===== src/rtl/uart_tx_arb.sv =====
// Round-robin arbiter that shares one UART transmitter between NREQ byte-stream requesters.
// Optional stalled-grant revoke is compiled in by defining UART_TX_ARB_TIMEOUT_EN.
module uart_tx_arb #(
   parameter int NREQ      = 4,
   parameter int DLEN      = 8,
   parameter int MAX_BURST = 16,
   parameter int TIMEOUT   = 1024
) (
   input  logic                 clk,
   input  logic                 rstn,
   input  logic [NREQ-1:0]      i_req_valid,
   output logic [NREQ-1:0]      o_req_ready,
   input  logic [NREQ*DLEN-1:0] i_req_data,
   input  logic [NREQ-1:0]      i_req_last,
   output logic                 o_wvalid,
   input  logic                 i_wready,
   output logic [DLEN-1:0]      o_wdata,
   output logic [NREQ-1:0]      o_grant,
   output logic                 o_busy,
   output logic                 o_timeout
);

   localparam int IW = (NREQ > 1) ? $clog2(NREQ) : 1;
   localparam int BW = (MAX_BURST > 0) ? $clog2(MAX_BURST + 1) : 1;
   localparam logic [IW-1:0] LAST_IDX = IW'(NREQ - 1);

   if (NREQ < 1 || TIMEOUT < 1) begin : g_bad_param
      $error("uart_tx_arb: NREQ and TIMEOUT must be >= 1");
   end

   typedef enum logic {
      ST_IDLE  = 1'b0,
      ST_GRANT = 1'b1
   } state_e;

   state_e          state_q, state_d;
   logic [IW-1:0]   gidx_q, gidx_d;
   logic [IW-1:0]   ptr_q, ptr_d;
   logic [BW-1:0]   burst_q, burst_d;
   logic            pick_found;
   logic [IW-1:0]   pick_idx;
   logic            stall_to;
   logic            xfer;
   logic            burst_hit;
   logic [DLEN-1:0] req_data_a [NREQ];

   always_comb begin
      for (int r = 0; r < NREQ; r++) begin
         req_data_a[r] = i_req_data[r*DLEN +: DLEN];
      end
   end

   // Search ptr+1, ptr+2, ... modulo NREQ; the requester that held the last grant is tried last.
   always_comb begin
      int          cand;
      logic [IW-1:0] cand_idx;
      pick_found = 1'b0;
      pick_idx   = '0;
      cand       = 0;
      cand_idx   = '0;
      for (int i = 1; i <= NREQ; i++) begin
         cand     = (int'(ptr_q) + i) % NREQ;
         cand_idx = IW'(cand);
         if (!pick_found && i_req_valid[cand_idx]) begin
            pick_found = 1'b1;
            pick_idx   = cand_idx;
         end
      end
   end

   assign burst_hit = (MAX_BURST != 0) && (burst_q == BW'(MAX_BURST - 1));

   // Handshakes: a byte moves on a cycle where valid and ready are both high. Once valid is
   // raised it is held with stable data/last until ready; ready never depends on the same
   // lane's valid, so the granted o_req_ready simply mirrors i_wready.
   always_comb begin
      state_d     = state_q;
      gidx_d      = gidx_q;
      ptr_d       = ptr_q;
      burst_d     = burst_q;
      o_wvalid    = 1'b0;
      o_wdata     = '0;
      o_req_ready = '0;
      o_grant     = '0;
      o_busy      = 1'b0;
      xfer        = 1'b0;
      case (state_q)
         ST_IDLE: begin
            if (pick_found) begin
               state_d = ST_GRANT;
               gidx_d  = pick_idx;
               burst_d = '0;
            end
         end
         ST_GRANT: begin
            o_busy              = 1'b1;
            o_grant[gidx_q]     = 1'b1;
            o_wvalid            = i_req_valid[gidx_q];
            o_wdata             = req_data_a[gidx_q];
            o_req_ready[gidx_q] = i_wready;
            xfer                = i_req_valid[gidx_q] && i_wready;
            if (xfer) begin
               burst_d = burst_q + 1'b1;
            end
            // Last byte and the burst cap on the same transfer still produce a single release.
            if ((xfer && (i_req_last[gidx_q] || burst_hit)) || stall_to) begin
               state_d = ST_IDLE;
               ptr_d   = gidx_q;
            end
         end
         default: state_d = ST_IDLE;
      endcase
   end

`ifdef UART_TX_ARB_TIMEOUT_EN
   localparam int TW = $clog2(TIMEOUT + 1);

   logic [TW-1:0] idle_q, idle_d;

   always_comb begin
      idle_d   = '0;
      stall_to = 1'b0;
      if (state_q == ST_GRANT && !i_req_valid[gidx_q]) begin
         if (idle_q == TW'(TIMEOUT - 1)) begin
            stall_to = 1'b1;
         end else begin
            idle_d = idle_q + 1'b1;
         end
      end
   end

   always_ff @(posedge clk or negedge rstn) begin
      if (!rstn) begin
         idle_q <= '0;
      end else begin
         idle_q <= idle_d;
      end
   end

   assign o_timeout = stall_to;
`else
   assign stall_to  = 1'b0;
   assign o_timeout = 1'b0;
`endif

   always_ff @(posedge clk or negedge rstn) begin
      if (!rstn) begin
         state_q <= ST_IDLE;
         gidx_q  <= '0;
         ptr_q   <= LAST_IDX;
         burst_q <= '0;
      end else begin
         state_q <= state_d;
         gidx_q  <= gidx_d;
         ptr_q   <= ptr_d;
         burst_q <= burst_d;
      end
   end

endmodule


===== config.mk =====
export PLATFORM = sky130hd
export DESIGN_NAME = uart_tx_arb
export DESIGN_NICKNAME = d
export VERILOG_FILES = /design/src/rtl/uart_tx_arb.sv
export SDC_FILE = /design/constraint.sdc
export NUM_CORES = 1
export LEC_CHECK = 0
export CORE_MARGIN = 5
export CORE_UTILIZATION = 34
export CTS_BUF_LIST = sky130_fd_sc_hd__clkbuf_2 sky130_fd_sc_hd__clkbuf_4 sky130_fd_sc_hd__clkbuf_8
export CTS_CLUSTER_DIAMETER = 120
export DETAILED_ROUTE_END_ITERATION = 10
export PLACE_DENSITY = 0.82
export SYNTH_ARGS = -nofsm -noshare
export SYNTH_HDL_FRONTEND = slang
export SYNTH_SLANG_ARGS = --single-unit
export TNS_END_PERCENT = 50

===== constraint.sdc =====
create_clock -name clk -period 2 [get_ports clk]
set_clock_uncertainty 0.2 [all_clocks]
set_input_delay 0.3 -clock clk [delete_from_list [all_inputs] [get_ports clk]]
set_output_delay 0.3 -clock clk [all_outputs]
set_load 0.005 [all_outputs]

## Yosys cells after proc, flatten, opt, wreduce, memory -nomap -nowiden

Cells that the tools add are included.

| word-level totals | value |
|---|---|
| input port bits | 43 |
| output and inout bits | 19 |
| word-level logic and storage cells | 71 |
| register bits | 10 |

| cells by class | value |
|---|---|
| magnitude comparators | 7 |
| $add $sub $neg | 5 |
| muxes and demuxes | 36 |
| eq/ne operators | 3 |
| reductions and logical operators | 13 |
| bitwise logic cells | 3 |

Operator list:

| kind | count |
|---|---|
| $mux W8 | 3 |
| $bmux W8 S2 | 1 |
| $lt A2 B3 Y1 const B | 5 |
| $mux W1 | 15 |
| $bmux W1 S2 | 6 |
| $mux W5 | 2 |
| $pmux W5 S2 | 1 |
| $mux W2 | 4 |
| $mux W4 | 2 |
| $logic_and A1 B1 Y1 | 6 |
| $reduce_and A2 Y1 | 3 |
| $add A5 B1 Y5 const B | 1 |
| $eq A5 B4 Y1 const B | 1 |
| $add A2 B1 Y2 const B | 2 |
| $add A2 B2 Y2 const B | 2 |
| $and A4 B4 Y4 | 1 |
| $ge A3 B3 Y1 const B | 1 |
| $logic_not A1 Y1 | 3 |
| $not A2 Y3 | 1 |
| $demux W1 S2 | 1 |
| $ge A2 B1 Y1 const B | 1 |
| $ne A2 B1 Y1 const B | 1 |
| $ne A2 B2 Y1 const B | 1 |
| $pmux W1 S2 | 1 |
| 2 further kinds | 2 |

## Longest topological paths before layout

| depth | value |
|---|---|
| depth in word-level cells | 15 |
| depth in mapped cells | 7 |
| gate-level depth less buffers | 7 |

## Worst setup path before layout

No wires, ideal clock.

| timing | value |
|---|---|
| kind | reg-to-output |
| from | register gidx_q[0] |
| to | output port o_wdata[1] |
| path buffers | 2 |
| required time | 1500 ps |
| arrival time | 1389 ps |
| cell stages (with the launch flop) | 5 |
| setup slack | 111 ps |
| cells stage by stage | dfrtp_1 > buf_6 > buf_2 > mux4_2 > and2_1 |

| between the ends | value |
|---|---|
| word-level cells in the longest chain between the ends | 5 |

RTL lines:

| item | line | text |
|---|---|---|
| from (decl) | 37 | `logic [IW-1:0] gidx_q, gidx_d;` |
| from (signal assigned) | 154 | `gidx_q <= gidx_d;` |
| $not A2 Y3 (implied by the code) | 99 | `o_wdata = req_data_a[gidx_q];` |
| $bmux W8 S2 | 99 |  |
| $mux W8 (implied by the code) (2 in series) | 99 |  |
| $mux W8 | 87 | `case (state_q)` |
| to (decl) | 17 | `output logic [DLEN-1:0] o_wdata,` |

Every way passes these cells. The select of a mux whose other input is x is not followed.

## Worst setup path after layout

| timing | value |
|---|---|
| from | register gidx_q[0] |
| to | output port o_wdata[2] |

The elaborated chain is that of the path after synthesis.

==> summary.md <==
| Metric | Value |
|---|---|
| Status | finished, violations left |
| Failing checks | setup timing |
| Clock Latency Late Sink | between 0.2 and 0.3 ns |
| Max-slew violations | 0 |
| Initial Utilization | 36.2% |
| Power per cell area | 1320 mW/mm^2 |
| GRT Total Usage | between 10% and 20% |
| Setup-failing EPs final | 12 |
| Gpl congestion | around 0.76 |
| Largest net degree at the start of global routing | 14 |
| Vias in the first global route | approximately 1200 |
| Avg Inst Size Synth | 9.85 sq um |
| Most frequent cells in the layout | clkdlybuf4s50_1, buf_4, buf_6, nand2_1, mux4_2 |
| H-tree levels | 1 |
| Iteration-0 DRC Markers | 40 |
| Area after DPL | 0.00174 sq mm |
| Critical Path RT | 1.50 ns |
| Area Overhead vs Synth | 91.7% |
| Vert. Die Dim | 64.6 um |
| Commonest non-fill, non-tap cell in the layout | clkdlybuf4s50_1 |
| Sequential area share after synthesis | between 20 and 25% |
| TritonCTS Buffers | 3 |
| Critical path's top delay family | multiplexers |
| CTS max path bufs | 2 |
| Unique masters post-synth | 38 |
| Vias per inst | ~5.5 |
| DR DRC count | 0 |
| Hold_ws | 0.129 ns |
| Average routed wire per standard cell | ~19 um |
| Min setup slack post-route | -0.250 ns |
| Global-route wire length before repair | 5610 um |
| Core area | about 0.0028 sq mm |
| Via Count | 1227 |
| Die Area | approximately 0.0042 sq mm |
| Grt total ovfl | 0 |
| Antenna Diode Count | 0 |
| Yosys warns | 0 |
| CP max-delay cell | mux4_2 |
| Worst slack, placed | -0.313 ns |
| Root Buffer | clkbuf_4 |
| Antenna violations before repair | 0 |
| IO Count | 62 |
| Yosys reg bits | 10 |
| Fin crit period | roughly 2.3 ns |
| Post-DP HPWL | 2670 um |
| Router iterations before antenna repair | 4 |
| Port bufs | 60 |
| Layout cell share with drive strength beyond 1 | a little over two fifths |
| Mapped Cells | around 100 |
| CP Cell Sequence | buf_6, buf_4, mux4_2, and2_1, buf_2 |
| TritonCTS clock tree | yes |
| Sum Neg Setup Slack | -1.71 ns |
| Max cap viols | 0 |
| Reg-to-reg setup timing slack | -0.08 ns |
| Worst Path Buf+Inv | 3 |
| Slowest Stage Delay on Critical Path | between 0.5 and 0.6 ns |
| Post-Syn Area | approximately 0.001 sq mm |
| ANT nets after route | 0 |
| Crit Path Max Fanout | 4 |
| Lkg Pwr | approximately 0.9 nW |
| FMAX | about 440 MHz |
| CTS clk-pin slew, worst paths | roughly 0.070 ns |
| Die Width | about 65 um |
| Worst VDD drop | around 560 uV |
| Final core occ | a little over two thirds |
| Row count | 19 |
| Worst Hold Class | in2async |
| Hold Fails Final Rpt | 0 |
| Net count after synthesis | ~150 |
| Total wire length | 4280 um |
| WS Path Type | reg2out |
| Startpoint Class | register |
| Crit end category | output port |
| Final period utilization | 113% |
| Final net count | roughly 240 |
| Non-Filler Cell Area, Final | ~0.0019 sq mm |
| Unrepaired setup endpoints after global routing | yes |
| Sinks on Clock Net | 10 |
| WP data arrival | approximately 1.8 ns |
worst reg2reg max path, cell delays in order, from the launching register on:
cell,delay (ns)
dfrtp_1,0.42
buf_6,0.15
buf_4,0.13
buf_6,0.12
mux2i_2,0.15
buf_4,0.14
o22ai_4,0.21
o311ai_4,0.17
mux2_4,0.33
worst paths after layout:
check / start / to / depth (start not counted)
max in group asynchronous: rstn / state_q$_DFF_PN0_ / 1
max: gidx_q[0]$_DFFE_PN0P_ / o_wdata[2] / 5
min reg2reg: burst_q[0]$_DFFE_PN0P_ / burst_q[0]$_DFFE_PN0P_ / 1
min: rstn / burst_q[4]$_DFFE_PN0P_ / 1
max reg2reg: gidx_q[0]$_DFFE_PN0P_ / ptr_q[1]$_DFFE_PN1P_ / 8
min in group clk: burst_q[0]$_DFFE_PN0P_ / burst_q[0]$_DFFE_PN0P_ / 1
stage by stage:
step,cells,total power [W]
5_1_grt,224,0.00272
3_5_place_dp,203,0.00193
6_report,224,0.00258
2_1_floorplan,103,0.00120
3_3_place_gp,203,0.00188
4_1_cts,220,0.00235
routing by layer:
layer  vias up  global-route usage, %  routed length [um]
met2        73                   31.7                2100
met1       597                   19.4                1770
li1        550                      -                   -
met4         0                   6.86                  62
met3         7                   3.28                 353
met5         -                      0                   0
synthesized netlist by cell type (all sizes together):
master  instances  area share (%)
a22oi           1            0.74
a21boi          1            0.74
nor2            6             2.2
xnor2           1            0.86
conb            1            0.37
nand2b          1            0.62
a21o            1            0.74
buf             6             3.7
a21oi           2            0.99
a221oi          1            0.86
a221o           1            0.99
o21a            1            0.74
nand2          12             4.4
nand3           3             1.5
dfstp           2             5.2
dfrtp           8              20
a31oi           1            0.62
ha              2             2.5
or4             1            0.74
inv             3             1.1
clkbuf          4             1.5
mux2            3             3.3
nand3b          1            0.74
o22ai           1             2.0
nor3            2            0.99
mux4            8              19
nor2b           1            0.62
nor3b           2             1.5
mux2i           8             7.9
o311ai          1             2.6
o21ai           3             1.5
and2            8             4.9
and3            5             3.1
or3b            1            0.86
state kept, by name, indices dropped and copies added (netlist names):
register and cells:
burst_q 5, gidx_q 2, ptr_q 2, state_q 1
cells by family (layout without fill, tap and decap cells):
family / Yosys count / count (layout) / synth area share (%)
mux: 19 / 19 / 30.5
compound gates: 14 / 14 / 12.5
other cells: 1 / 1 / 0.370
flops: 10 / 10 / 24.9
simple gates: 43 / 43 / 22.2
buf+inv: 13 / 103 / 6.29
xor+xnor: 1 / 1 / 0.863
fa+ha+maj: 2 / 2 / 2.47
layout make-up:
cell class	instances	area, sq um
Timing Repair Buffer	96	877
Fill cell	183	860
Multi-Input combinational cell	80	727
Sequential cell	10	255
Tap cell	31	38.8
Clock buffer	4	36.3
Inverter	3	11.3
power breakdown:
part	internal (W)	leakage [nW]	total, W	switching, W
combinational	0.00122	0.760	0.00195	0.000726
clock	0.000111	0.0210	0.000191	0.0000801
sequential	0.000309	0.116	0.000436	0.000127
what timing repair did:
action,4_1_cts,5_1_grt
hold buffers,0,0
setup endpoints to repair,20,23
endpoints found under the hold margin,0,0
gates cloned,1,0
resized for setup,64,20
setup buffers,13,5
pin swaps,9,5
Power figures use the tool's default switching activity.
